**src/rtl/sid_filter_ctrl.sv**
```systemverilog
// sid_filter_ctrl: sample-rate sequencer that commits SID filter registers and fires the filter datapath.
//   clk, rst                   : clock, synchronous active-high reset
//   bus_we/bus_addr/bus_wdata  : register write port; bus_ack pulses one cycle after each write
//   voice1_in..3_in, ext_in_raw: live samples, latched once per sample into voice1..3, ext_in
//   Fc_lo, Fc_hi, Res_Filt, Mode_Vol : active filter configuration
//   input_valid, busy, overrun : filter start pulse, computation in flight, sticky missed tick (cleared by write to 0x1F)
module sid_filter_ctrl #(
    parameter int SAMPLE_DIV  = 32,
    parameter int FILT_CYCLES = 11
) (
    input  logic        clk,
    input  logic        rst,
    input  logic        bus_we,
    input  logic [4:0]  bus_addr,
    input  logic [7:0]  bus_wdata,
    output logic        bus_ack,
    input  logic [11:0] voice1_in,
    input  logic [11:0] voice2_in,
    input  logic [11:0] voice3_in,
    input  logic [11:0] ext_in_raw,
    output logic [11:0] voice1,
    output logic [11:0] voice2,
    output logic [11:0] voice3,
    output logic [11:0] ext_in,
    output logic [7:0]  Fc_lo,
    output logic [7:0]  Fc_hi,
    output logic [7:0]  Res_Filt,
    output logic [7:0]  Mode_Vol,
    output logic        input_valid,
    output logic        busy,
    output logic        overrun
);
    localparam int CW = $clog2(FILT_CYCLES + 1);
    typedef enum logic [1:0] {IDLE, COMMIT, FIRE, BUSY} state_t;
    state_t state, state_nx;
    logic [15:0]   div;
    logic          tick;
    logic [CW-1:0] cnt;
    logic [7:0]    shadow [4];
    logic [3:0]    dirty;
    logic          wr_cfg;
    logic [1:0]    wr_idx;
    assign tick   = div == 16'(SAMPLE_DIV - 1);
    assign wr_cfg = bus_we && bus_addr >= 5'h15 && bus_addr <= 5'h18;
    assign wr_idx = 2'(bus_addr - 5'h15);
    always_ff @(posedge clk)
        if (rst) state <= IDLE;
        else     state <= state_nx;
    always_comb begin
        state_nx    = state == IDLE   ? (tick ? COMMIT : IDLE) :
                      state == COMMIT ? FIRE :
                      state == FIRE   ? BUSY :
                      cnt == CW'(1)   ? IDLE : BUSY;
        input_valid = state == FIRE;
        busy        = state == FIRE || state == BUSY;
    end
    always_ff @(posedge clk) begin
        if (rst) begin
            div      <= '0;
            cnt      <= '0;
            dirty    <= '0;
            shadow   <= '{default: '0};
            Fc_lo    <= '0;
            Fc_hi    <= '0;
            Res_Filt <= '0;
            Mode_Vol <= '0;
            voice1   <= '0;
            voice2   <= '0;
            voice3   <= '0;
            ext_in   <= '0;
            bus_ack  <= 1'b0;
            overrun  <= 1'b0;
        end else begin
            div     <= tick ? '0 : div + 16'd1;
            bus_ack <= bus_we;
            // a dropped tick wins over a simultaneous clear so the event is never lost
            if (tick && state != IDLE)
                overrun <= 1'b1;
            else if (bus_we && bus_addr == 5'h1F)
                overrun <= 1'b0;
            if (state == FIRE)
                cnt <= CW'(FILT_CYCLES);
            else if (state == BUSY)
                cnt <= cnt - CW'(1);
            if (state == COMMIT) begin
                if (dirty[0]) Fc_lo    <= {5'b0, shadow[0][2:0]};
                if (dirty[1]) Fc_hi    <= shadow[1];
                if (dirty[2]) Res_Filt <= shadow[2];
                if (dirty[3]) Mode_Vol <= shadow[3];
                dirty  <= '0;
                voice1 <= voice1_in;
                voice2 <= voice2_in;
                voice3 <= voice3_in;
                ext_in <= ext_in_raw;
            end
            // placed after the commit clear: a write landing in COMMIT keeps its register dirty
            if (wr_cfg) begin
                shadow[wr_idx] <= bus_wdata;
                dirty[wr_idx]  <= 1'b1;
            end
        end
    end
endmodule

```
**config.mk**
```make
export PLATFORM = sky130hd
export DESIGN_NAME = sid_filter_ctrl
export DESIGN_NICKNAME = d
export VERILOG_FILES = /design/src/rtl/sid_filter_ctrl.sv
export SDC_FILE = /design/constraint.sdc
export NUM_CORES = 1
export LEC_CHECK = 0
export BUFFER_PORTS_ARGS = -buffer_cell sky130_fd_sc_hd__buf_2
export CAP_MARGIN = 20
export CORE_ASPECT_RATIO = 2
export CORE_UTILIZATION = 48
export CTS_CLUSTER_DIAMETER = 50
export DETAILED_ROUTE_END_ITERATION = 10
export PLACE_DENSITY = 0.76
export SYNTH_ARGS = -nofsm -noshare
export SYNTH_HDL_FRONTEND = slang
export SYNTH_SLANG_ARGS = --single-unit
```
**constraint.sdc**
```tcl
create_clock -name clk -period 5.25 [get_ports clk]
set_clock_uncertainty 0.15 [all_clocks]
set_input_delay 1.05 -clock clk [delete_from_list [all_inputs] [get_ports clk]]
set_output_delay 1.05 -clock clk [all_outputs]
set_load 0.1 [all_outputs]
```
==> results.yml, run 1 <==
critical_path:
  crit_family: "buffers and inverters"
  timing.rr.end: "Mode_Vol[2]$_SDFFE_PP0P_"
  worstPathArrival_ns: 1.77
  r2r-start: "state[0]$_SDFF_PP0_"
  critPathLaunch: "state[1]$_SDFF_PP0_"
  critPathMaxFanout: 12
  critPathBufInv: 2
  r2r_slack_ns: 2.73
  crit_type: "register to primary output"
  crit_slowest_cell: "dfxtp_1"
  crit_path_end_kind: "primary output"
  path_cells: "inv_1 > nor2_1 > buf_2"
  ff2ff_path_depth: 5
  cpPeakStageDelay_ns: 0.59
  worstSetupPathDepth: 3
  crit_end: "input_valid"
  critPathLaunchType: "register"
  critPathRequiredTime_ns: 4.05
routing:
  drt-total-wl_um: 11500
  ant_nets: 0
  wl_per_cell_um: 13.7
  drtIter0Drc: 192
  vias: 4334
  vias_per_cell: 5.17
  dr.pass1.iters: 4
  drc: 0
floorplan:
  die_x_um: 72.9
  dieArea_mm2: 0.0105
  initial_utilization: 0.494
  rows: 51
  pin_count: 148
  dieHeight_um: 144
  core_mm2: 0.00976
clock_tree:
  clkSinkCount: 130
  cts_root_buffer: "clkbuf_16"
  htree_levels: 4
  cts_tree: "done"
  numCtsBuffers: 17
  ctsResizeCount: 0
  postCtsHoldBufs: 0
  post-cts-setup-buffers: 0
  clk_latency_ns: 0.40
  cts.path.max_buffers: 2
  clk_pin_slew_worst_paths_ns: 0.06
global_routing:
  grt_max_degree: 116
  grt_first_pass_wirelength_um: 18000
  antenna_found_initial: 0
  overflow: 0
  gr-usage-met1: 0.215
  grt_usage: 0.225
  first_global_vias: 4005
  grt-busiest-layer: "met2"
  grt.met2_usage: 0.438
  grt_util_met3: 0.0645
sta:
  rsz0062_at_grt: "no"
  fin_ws_ns: 2.28
  slew_viol_final: 0
  worstMarginPinSlew_ns: 0.959
  finalCritPeriodShare: 0.565
  fin_setup_tns_ns: 0
  period_needed_ns: 2.97
  relSlewSlack: 0.359
  max_freq_mhz: 337
  setup_viol: 0
  hold_viol: 0
finish:
  n_antenna_cell: 0
  final_nets: 761
  drive_gt1_frac: 0.257
  syn_to_final_growth_pct: 28.8
  fin_cells: 839
flow_run:
  max-cap-violations: 0
placed_design:
  dp_hpwl_um: 7970
  port_buffers: 142
  placed_cells: 806
  pre_cts_ws_ns: 2.34
  gp_congestion: 0.823
pwr:
  powerDensity_mw_per_mm2: 376
  leakagePower_uw: 0.00262
  vdd_ir_drop_max_uv: 354
  power_uw: 2330
yosys:
  yosysSeqAreaShare: 0.540
  synthMuxAreaShare: 0.0561
  synth_xor_area_frac: 0.0218
  yosys.cell_types.count: 40
  synth_top_family_by_area: "simple AND/OR/NAND/NOR gates"
  synth_area_mm2: 0.00482
  synth_common_cells: "137 x nand2_1, 130 x dfxtp_1, 83 x a21oi_1"
  yosysTopAreaCell: "dfxtp_1"
  synthFlopType: "dfxtp_1"
  synthTopCellsByArea: "dfxtp_1 54%, nand2_1 11%, a21oi_1 8.6%"
  synthCells: 569
  synthSimpleGateAreaFrac: 0.232
  yosysWarnings: 0
  synth_top_area_share: 0.540
  avgSynthCellArea_um2: 8.47
  synth_most_common_cell: "nand2_1"
  synth_compound_area_frac: 0.100
  synth_edf_count: 0
  ys_ff_latch: 130
  synth_adder_area_share: 0.00779
  async_flop_share: 0
status:
  status: "complete, no violations"
worst_hold_path:
  hp-class: "register to register"
worst reg2reg max path, delay by kind of cell (launching register included):
| family | cells | cell delay, ns |
|---|---|---|
| compound gates | 1 | 0.07 |
| flops | 1 | 0.54 |
| simple gates | 3 | 1.10 |
| buf+inv | 1 | 0.54 |
per-layer routing:
metal / wire length (µm) / vias up
li1: - / 2145
met1: 4250 / 2062
met2: 6650 / 109
met3: 406 / 18
met4: 189 / 0
met5: 0 / -
logic make-up (layout without fill, tap and decap cells):
group                    after synthesis  after routing
adder cells (fa/ha/maj)                3              3
buffers and inverters                 46            180
XOR/XNOR                              12             12
AO/OA/AOI/OAI                         93             93
flip-flops                           130            130
other                                  1              5
multiplexers                          27             27
AND/OR/NAND/NOR                      257            257
worst min path at each step:
stage | depth (start not counted) | slack, ns | from | end
4_1_cts | 2 | 0.30 | voice2[0]$_SDFFE_PP0P_ | voice2[0]$_SDFFE_PP0P_
2_1_floorplan | 2 | 0.29 | shadow[24]$_SDFFE_PP0P_ | Fc_lo[0]$_SDFFE_PP0P_
5_1_grt | 2 | 0.31 | voice3[0]$_SDFFE_PP0P_ | voice3[0]$_SDFFE_PP0P_
6_report | 2 | 0.30 | voice3[5]$_SDFFE_PP0P_ | voice3[5]$_SDFFE_PP0P_
3_3_place_gp | 2 | 0.29 | voice2[4]$_SDFFE_PP0P_ | voice2[4]$_SDFFE_PP0P_
3_5_place_dp | 2 | 0.29 | voice2[0]$_SDFFE_PP0P_ | voice2[0]$_SDFFE_PP0P_
flip-flops by register name, indices dropped and copies added, names as in the netlist:
| signal | cells |
|---|---|
| cnt | 4 |
| state | 2 |
| shadow | 27 |
| voice3 | 12 |
| voice2 | 12 |
| Fc_hi | 8 |
| Mode_Vol | 8 |
| Res_Filt | 8 |
| overrun | 1 |
| dirty | 4 |
| div | 16 |
| ext_in | 12 |
| Fc_lo | 3 |
| voice1 | 12 |
| bus_ack | 1 |
power breakdown:
group,leakage (µW),internal [µW],switching (µW)
Clock,0.000307,843,418
Sequential,0.00105,991,4.72
Combinational,0.00126,24.7,50.8
Total,0.00262,1860,473
layout by cell type (no fill, tap or decap), drive strengths merged, types with 3 or more instances in the layout:
master    n
buf     144
nand2   137
dfxtp   130
a21oi    83
nor2     51
nand3    37
mux2i    27
clkbuf   19
nand4     7
nor3      6
xnor2     6
xor2      6
clkinv    6
conb      5
bufinv    5
inv       4
nor4      4
o21ai     4
ha        3
nor2b     3
per-stage QoR:
stage                     hold slack (ns)  cell area [µm²]   util
after detailed placement            0.294             5550  0.568
after CTS                           0.301             6190  0.634
after floorplan                     0.293             4830      -
after global routing                0.314             6210  0.636
final                               0.298             6210  0.636
after global placement              0.290             5550  0.568
area by class of cell:
type | instances | area, µm²
fill | 858 | 3550
sequential | 130 | 2600
multi-input combinational | 397 | 2040
timing repair buffer | 144 | 741
clock buffer | 19 | 433
clock inverter | 13 | 210
tap | 132 | 165
inverter | 4 | 15.0
Power figures use the tool's default switching activity.
==> run 2: changes to the inputs <==
ABC_AREA = 1   (was default)
CORE_UTILIZATION = 46   (was 48)
clock period = 2.61 ns   (was 5.25 ns; I/O delays follow)
==> run 2 against run 1 <==
Critical endpoint unchanged. Register-to-register slack worse by 2.0 ns. Power up 91%. Final area increased by 3.2%. Critical path depth stayed put. Sequential share of layout area decreased by 1.3 points. Count of clock-buffer cells in the layout is 1 higher. Flip-flop and latch count stayed put. Utilization down 4.3 points. Synthesized cell count grew 21%. Via count grew 7.6%.
==> results.yml, run 2 <==
sta:
  fin_setup_tns_ns: 0
  relSlewSlack: 0.594
  max_freq_mhz: 428
  period_needed_ns: 2.34
  rsz0062_at_grt: "no"
  hold_viol: 0
  worstMarginPinSlew_ns: 0.608
  slew_viol_final: 0
  finalCritPeriodShare: 0.895
  setup_viol: 0
critical_path:
  worstPathArrival_ns: 1.67
  critPathRequiredTime_ns: 1.94
  cpPeakStageDelay_ns: 0.48
  path_cells: "inv_1 > nor2_1 > buf_2"
  critPathLaunchType: "register"
  crit_slowest_cell: "buf_2"
  r2r-start: "state[0]$_SDFF_PP0_"
  r2r_slack_ns: 0.74
  crit_path_end_kind: "primary output"
  ff2ff_path_depth: 6
  critPathMaxFanout: 5
  crit_end: "input_valid"
  critPathLaunch: "state[1]$_SDFF_PP0_"
  crit_type: "register to primary output"
  timing.rr.end: "Fc_hi[3]$_SDFFE_PP0P_"
global_routing:
  first_global_vias: 4308
  grt_first_pass_wirelength_um: 19500
  grt_usage: 0.215
  grt_max_degree: 59
  antenna_found_initial: 0
  overflow: 0
worst_hold_path:
  hp-class: "input pin to register"
yosys:
  synthTopCellsByArea: "dfxtp_1 51%, nor2_1 12%, nand2_1 8.1%"
  yosysTopAreaCell: "dfxtp_1"
  synth_area_mm2: 0.00508
  async_flop_share: 0
  synthCells: 690
  yosysSeqAreaShare: 0.512
  yosysWarnings: 0
  synth_common_cells: "165 x nor2_1, 130 x dfxtp_1, 110 x nand2_1"
  yosys.cell_types.count: 30
  synth_edf_count: 0
  synthFlopType: "dfxtp_1"
  ys_ff_latch: 130
  synth_most_common_cell: "nor2_1"
  avgSynthCellArea_um2: 7.36
  synth_top_area_share: 0.512
placed_design:
  dp_hpwl_um: 8180
  port_buffers: 142
  gp_congestion: 0.813
floorplan:
  die_x_um: 76.3
  pin_count: 148
  initial_utilization: 0.470
  dieHeight_um: 151
  dieArea_mm2: 0.0115
  core_mm2: 0.0108
  rows: 54
finish:
  largest_reg_flops: 27
  n_fill_cell: 1017
  reg_top3: "shadow (27), div (16)"
  final_cell_mix: "165 x nor2_1, 142 x buf_2, 130 x dfxtp_1, 110 x nand2_1, 64 x inv_1"
  drive_gt1_frac: 0.226
  layout_commonest_cell: "nor2_1"
  n_antenna_cell: 0
  final_nets: 890
  regMostFlops: "shadow"
  syn_to_final_growth_pct: 26.1
clock_tree:
  cts_tree: "done"
  post-cts-setup-buffers: 0
  clk_pin_slew_worst_paths_ns: 0.06
  clkSinkCount: 130
  numCtsBuffers: 17
  clk_latency_ns: 0.40
  postCtsHoldBufs: 0
  cts_root_buffer: "clkbuf_16"
  cts.path.max_buffers: 2
  ctsResizeCount: 0
  htree_levels: 4
routing:
  vias_per_cell: 4.78
  vias: 4663
  dr.pass1.iters: 4
  drtIter0Drc: 221
  ant_nets: 0
  drt-total-wl_um: 11900
  wl_per_cell_um: 12.2
  drc: 0
status:
  status: "complete, no violations"
pwr:
  power_uw: 4450
  powerDensity_mw_per_mm2: 694
  leakagePower_uw: 0.00312
  vdd_ir_drop_max_uv: 460
flow_run:
  max-cap-violations: 0
[run 2: cell type report]
type	instances	area, µm²	share of cell area
clock buffer	20	467	0.0729
clock inverter	12	108	0.0168
multi-input combinational	460	2040	0.318
sequential	130	2600	0.406
inverter	66	248	0.0387
tap	140	175	0.0273
timing repair buffer	148	768	0.120
[run 2: kinds of logic after synthesis]
| logic type | share of synthesized area |
|---|---|
| flops | 0.512 |
| compound gates | 0.118 |
| fa+ha+maj | 0.00739 |
| xor+xnor | 0.00690 |
| simple gates | 0.265 |
| buf+inv | 0.0899 |
| other cells | 0.000738 |
[run 2: metrics by stage]
step | utilization | cells | cell area (µm²) | hold WS (ns) | setup WS [ns]
floorplan | - | 694 | 5100 | 0.267 | 0.132
global placement | 0.539 | 944 | 5830 | 0.281 | 0.634
detailed placement | 0.539 | 944 | 5830 | 0.285 | 0.589
CTS | 0.592 | 976 | 6400 | 0.171 | 0.267
global route | 0.592 | 976 | 6400 | 0.177 | 0.224
finish | 0.592 | 976 | 6400 | 0.183 | 0.273
[run 2: how the worst min path moves through the flow]
stage	startpoint	endpoint	slack, ns	cells past startpoint
global route	voice1_in[8]	voice1[8]$_SDFFE_PP0P_	0.18	3
floorplan	div[0]$_SDFF_PP0_	div[0]$_SDFF_PP0_	0.27	1
finish	ext_in_raw[2]	ext_in[2]$_SDFFE_PP0P_	0.18	3
CTS	ext_in_raw[2]	ext_in[2]$_SDFFE_PP0P_	0.17	3
detailed placement	shadow[7]$_SDFFE_PP0P_	shadow[7]$_SDFFE_PP0P_	0.28	2
global placement	div[0]$_SDFF_PP0_	div[0]$_SDFF_PP0_	0.28	1
[run 2: metal layers]
metal / part of all wire / vias up / track usage
met2: 0.52 / 129 / 0.392
met1: 0.40 / 2061 / 0.227
met3: 0.047 / 28 / 0.0539
li1: - / 2445 / -
met4: 0.029 / 0 / 0.106
met5: 0 / - / 0
[run 2: worst max-delay path, delay by kind of cell, from the launching register on]
kind                   cells  cell delay (ns)
buffers and inverters      2             0.61
flip-flops                 1             0.41
AND/OR/NAND/NOR            1             0.24
[run 2: power breakdown]
group	total, µW	internal (µW)	switching, µW	leakage, µW
registers	2010	2000	10.2	0.00105
logic	170	54.4	116	0.00179
clock network	2270	1380	883	0.000278
